[src/rtl/unidade_acesso_memoria.sv]
// Load/store unit. It takes one request at a time, forms the address
// base+offset (mod 256) and drives a synchronous data memory. The memory
// writes on the rising edge and updates DadoLido on the falling edge.
module unidade_acesso_memoria (
  input  logic       clock,
  input  logic       reset,
  input  logic       req_valido,
  input  logic       req_escrita,
  input  logic [7:0] req_base,
  input  logic [7:0] req_desloc,
  input  logic [7:0] req_dado,
  output logic       pronto,
  output logic       resp_valido,
  output logic [7:0] resp_dado,
  input  logic       resp_pronto,
  output logic [7:0] contador_acessos,
  output logic [7:0] Endereco,
  output logic [7:0] DadoEscrito,
  output logic       EscMem,
  output logic       LerMem,
  input  logic [7:0] DadoLido
);

  typedef enum logic [1:0] {OCIOSO, LEITURA, ESCRITA, RESPOSTA} estado_t;

  estado_t    r_estado, w_prox;
  logic       w_aceita;
  logic       r_esc_mem, r_ler_mem, r_resp_valido;
  logic [7:0] r_endereco, r_dado_escrito, r_resp_dado, r_contador;

  assign pronto   = (r_estado == OCIOSO);
  assign w_aceita = req_valido && (r_estado == OCIOSO);

  // state register
  always_ff @(posedge clock) begin
    if (reset) r_estado <= OCIOSO;
    else       r_estado <= w_prox;
  end

  // next-state decode; store and read phases are one cycle each
  always_comb begin
    w_prox = r_estado;
    case (r_estado)
      OCIOSO:   if (w_aceita) w_prox = req_escrita ? ESCRITA : LEITURA;
      ESCRITA:  w_prox = OCIOSO;
      LEITURA:  w_prox = RESPOSTA;
      RESPOSTA: if (resp_pronto) w_prox = OCIOSO;
      default:  w_prox = OCIOSO;
    endcase
  end

  // datapath and registered memory strobes, derived from the next state so
  // they line up exactly with the state they qualify
  always_ff @(posedge clock) begin
    if (reset) begin
      r_endereco     <= 8'h00;
      r_dado_escrito <= 8'h00;
      r_esc_mem      <= 1'b0;
      r_ler_mem      <= 1'b0;
      r_resp_valido  <= 1'b0;
      r_resp_dado    <= 8'h00;
      r_contador     <= 8'h00;
    end else begin
      if (w_aceita) begin
        r_endereco     <= req_base + req_desloc;
        r_dado_escrito <= req_dado;
      end
      r_esc_mem     <= (w_prox == ESCRITA);
      r_ler_mem     <= (w_prox == LEITURA);
      r_resp_valido <= (w_prox == RESPOSTA);
      // memory data became valid on the falling edge inside LEITURA
      if (r_estado == LEITURA) r_resp_dado <= DadoLido;
      if ((r_estado == ESCRITA) || (r_estado == RESPOSTA && resp_pronto))
        r_contador <= r_contador + 8'd1;
    end
  end

  assign Endereco         = r_endereco;
  assign DadoEscrito      = r_dado_escrito;
  assign EscMem           = r_esc_mem;
  assign LerMem           = r_ler_mem;
  assign resp_valido      = r_resp_valido;
  assign resp_dado        = r_resp_dado;
  assign contador_acessos = r_contador;

endmodule

[config.mk]
export PLATFORM = sky130hd
export DESIGN_NAME = unidade_acesso_memoria
export DESIGN_NICKNAME = d
export VERILOG_FILES = /design/src/rtl/unidade_acesso_memoria.sv
export SDC_FILE = /design/constraint.sdc
export NUM_CORES = 1
export LEC_CHECK = 0
export CAP_MARGIN = 20
export CORE_ASPECT_RATIO = 0.75
export CORE_MARGIN = 1
export CORE_UTILIZATION = 46
export DETAILED_ROUTE_END_ITERATION = 10
export GPL_ROUTABILITY_DRIVEN = 0
export PLACE_DENSITY = 0.81
export SLEW_MARGIN = 20
export SYNTH_ARGS = -nofsm -noshare
export SYNTH_HDL_FRONTEND = slang
export SYNTH_SLANG_ARGS = --single-unit
export TNS_END_PERCENT = 20
[constraint.sdc]
create_clock -name clock -period 3.25 [get_ports clock]
set_input_delay 0.325 -clock clock [delete_from_list [all_inputs] [get_ports clock]]
set_output_delay 0.325 -clock clock [all_outputs]
set_load 0.01 [all_outputs]
-- Word level (Yosys, flattened, before mapping)
Cells that the tools add are included.
- input port bits: 37
- register bits after elaboration: 37
- memories: 0
- memory bits (writable): 0
- bits in latches: 0
- memory bits (read-only): 0
- output and inout port bits: 36
- word-level logic and storage cells: 24
- reduce and logical (&&, ||, !) cells: 4
- $lt $le $gt $ge: 0
- shift operators: 0
- $add $sub $neg: 2
- equal/unequal tests: 6
- bitwise gates (word level): 0
- multiplexer cells: 4
- multiply operators: 0
- divide/modulo/power cells: 0
- operators with widths (kind ; count):
    $add A8 B1 Y8 const B ; 1
    $add A8 B8 Y8 ; 1
    $eq A2 B2 Y1 const B ; 4
    $pmux W2 S4 ; 1
    $mux W2 ; 3
    $eq A2 B1 Y1 const B ; 2
    $logic_and A1 B1 Y1 ; 2
    $logic_not A2 Y1 ; 1
    $logic_or A1 B1 Y1 ; 1

-- Longest topological paths before layout
- depth in word-level cells: 5
- depth in mapped cells: 7
- depth with buffers taken out: 7

-- Worst setup path after synthesis
No wires, ideal clock.
- path type: input -> register
- start point: input req_base[1]
- end point: register r_endereco[5], in the netlist Endereco[5]
- library setup time: 0.062 ns
- required time: 3.188 ns
- data arrival time: 1.569 ns
- slack: 1.619 ns
- stages: 5
- path buffers: 0
- cell sequence: ha_1 > a211o_1 > a21o_1 > a2111o_1 > nand3_1
- word-level cells in the longest chain between the ends: 1
- RTL lines (what ; line ; RTL):
    from (decl) ; 9 ; input logic [7:0] req_base,
    $add A8 B8 Y8 ; 65 ; r_endereco <= req_base + req_desloc;
    to (signal assigned) ; 65 ;
    to (decl) ; 29 ; logic [7:0] r_endereco, r_dado_escrito, r_resp_dado, r_contador;
No other way between the ends.
A chain may end at the register's enable or synchronous reset.

-- Final worst setup path
- start point: input req_base[0]
- end point: register r_endereco[6], in the netlist Endereco[6]
Same word-level chain as after synthesis.

==> out/results.ini <==
[outcome]
status = completed

[logic_synthesis]
yosysMostFrequentCell = dfxtp_1
ys.flop_type = dfxtp_1
synth_area_leader_cell = dfxtp_1
synth_top_area_share_pct = 41.93
syn_inst = 198
ys_seq_area_share_pct = 41.93
synth_edf_count = 0
yosys_warnings = 0
ys_top_cells_by_area = dfxtp_1 (42%), ha_1 (5.7%), nand2_1 (5.3%)
async_flop_share_pct = 0
synth.distinct_cells = 46
syn_area_per_cell_um2 = 8.923
synthTopCellsByCount = dfxtp_1 (37), nand2_1 (25), nor2_1 (18)
synth_seq_cells = 37
synth.cell_area_um2 = 1767
syn_nets = 244

[die]
die_h_um = 55.67
die-area_um2 = 4095
fp.dieW_um = 73.56
row_count = 19
start_util_pct = 48.26
io_pins = 73
core_um2 = 3661

[power_and_ir_drop]
cellLeakagePower_nw = 1.043
power_w = 0.001165
ir_drop_mv = 0.3393
p_per_area_nw_per_um2 = 445.8

[sta]
finalMaxSlewViolations = 0
tightest_slew_ns = 0.6300
min_period_ns = 1.894
post-route-period-util_pct = 58.28
layout_setup_ws_ns = 1.356
rsz0062_at_grt = false
finClkSkew_ns = 0.01118
fmax_mhz = 527.9
setup-tns-final_ns = 0
max-slew-margin-rel_pct = 57.87
setup_viol = 0
final_hold_viol_count = 0

[detailed_routing]
ant_nets = 0
dr.first_iter.drc_count = 45
wire_per_inst_um = 12.57
viasPerCell = 5.050
wirelength_um = 4035
route.detailed.drc = 0
vias = 1621
drtPass1Iterations = 4

[clock_network]
clockBufferDepth = 2
cts_tree = built
cts_root_buf = clkbuf_8
clkLatencyLatePin_ns = 0.29
clock_sinks = 37
clk_pin_slew_ns = 0.08
h-tree-depth = 2
cts_resized = 0
cts_buffers = 5
post-cts-setup-buffers = 0
holdBufCountCts = 0

[global_route]
grt.total_usage_pct = 21.30
antenna_found_initial = 0
grt_max_degree = 25
grt_pass1_wl_um = 6672
grt_pass1_vias = 1536
overflow = 0

[setup_path]
worst_setup_path_end_kind = flip-flop
cp_max_fo = 4
crit_type = in2reg
path_cells = clkdlybuf4s50_1 -> ha_1 -> inv_1 -> fa_1 -> nor2b_1 -> o21a_1 -> o211a_1 -> o211ai_1
crit_required_ns = 3.41
worstPathArrival_ns = 2.05
critPathLaunchType = primary input
slowest_delay_ns = 0.46
slowest_stage = clkdlybuf4s50_1

[place]
dp_hpwl_um = 2986
dp_slack_ns = 1.087
io_buffers = 72

[layout]
final_layout_size_suffix_gt1_share_pct = 5.948
area_delta_synth_final_pct = 47.95
nets = 314
insertedDiodeCount = 0

[job]
maxCapViolCount = 0

[hold_path]
hold_path.class = reg2reg

cell usage in the layout, fill, tap and decap left out, types with 2 or more instances in the layout:
cell type	instances
clkdlybuf4s50_1	72
dfxtp_1	37
nand2_1	25
nor2_1	18
a21oi_1	16
inv_1	8
mux2i_1	8
ha_1	8
o21a_1	6
xor2_1	5
nor3_1	5
nand3_1	5
clkbuf_8	5
or3_1	4
o21ai_0	4
nand2b_1	3
a211oi_1	3
nand4_1	3
nor3b_2	2
a211o_1	2
a21o_1	2
nand3b_1	2
buf_4	2
final timing paths:
| path | cells past startpoint | slack (ns) | from | to |
|---|---|---|---|---|
| setup / recovery | 8 | 1.36 | req_base[0] | Endereco[6] |
| hold / removal | 2 | 0.45 | Endereco[2] | Endereco[2] |
| setup reg to reg | 4 | 1.58 | r_estado[1] | Endereco[7] |
| hold reg to reg | 2 | 0.45 | Endereco[2] | Endereco[2] |
layout make-up:
cell class              count  area, µm²
clock buffers               6      72.57
clock inverters             2      38.79
fillers                   314       1047
inverters                   8      30.03
multi-input cells         142      930.9
flip-flops and latches     37      740.7
well taps                  52      65.06
repair buffers             74      735.7
through the flow:
step	area (µm²)	hold WS [ns]	utilization [%]	std cells
6_report	2614	0.4529	71.39	321
5_1_grt	2614	0.4710	71.39	321
4_1_cts	2614	0.4575	71.39	321
3_3_place_gp	2502	0.4404	68.35	313
2_1_floorplan	1767	0.3974	-	198
3_5_place_dp	2502	0.4474	68.35	313
kinds of logic after synthesis:
logic type	after synthesis	synth area share [%]
simple gates	76	21.88
fa+ha+maj	9	6.799
compound gates	43	16.50
xor+xnor	6	2.974
buf+inv	19	5.382
mux	8	4.533
flops	37	41.93
routing by layer:
layer  track usage (%)  share of wire, %  up-vias
met3             8.877               7.7        5
met4             5.769              0.94        0
met5                 0                 0        -
met2             32.90                43       48
met1             27.27                48      737
li1                  -                 -      831
flip-flops by register name, summed over array words and instances (netlist names):
register	cells
DadoEscrito	8
Endereco	8
contador_acessos	8
resp_dado	8
r_estado	2
EscMem	1
LerMem	1
resp_valido	1
worst max-delay path: cells and delay by family:
family                     cells  cell delay, ns
adders and majority gates      2            0.61
buffers and inverters          2            0.53
AOI/OAI and AO/OA              3            0.46
and+or+nand+nor                1            0.13
power by group:
group          total (W)  internal, W  switching [W]
Combinational   0.000265     0.000148       0.000117
Clock           0.000394     0.000230       0.000163
Sequential      0.000507     0.000485      0.0000224
Power figures use the tool's default switching activity.
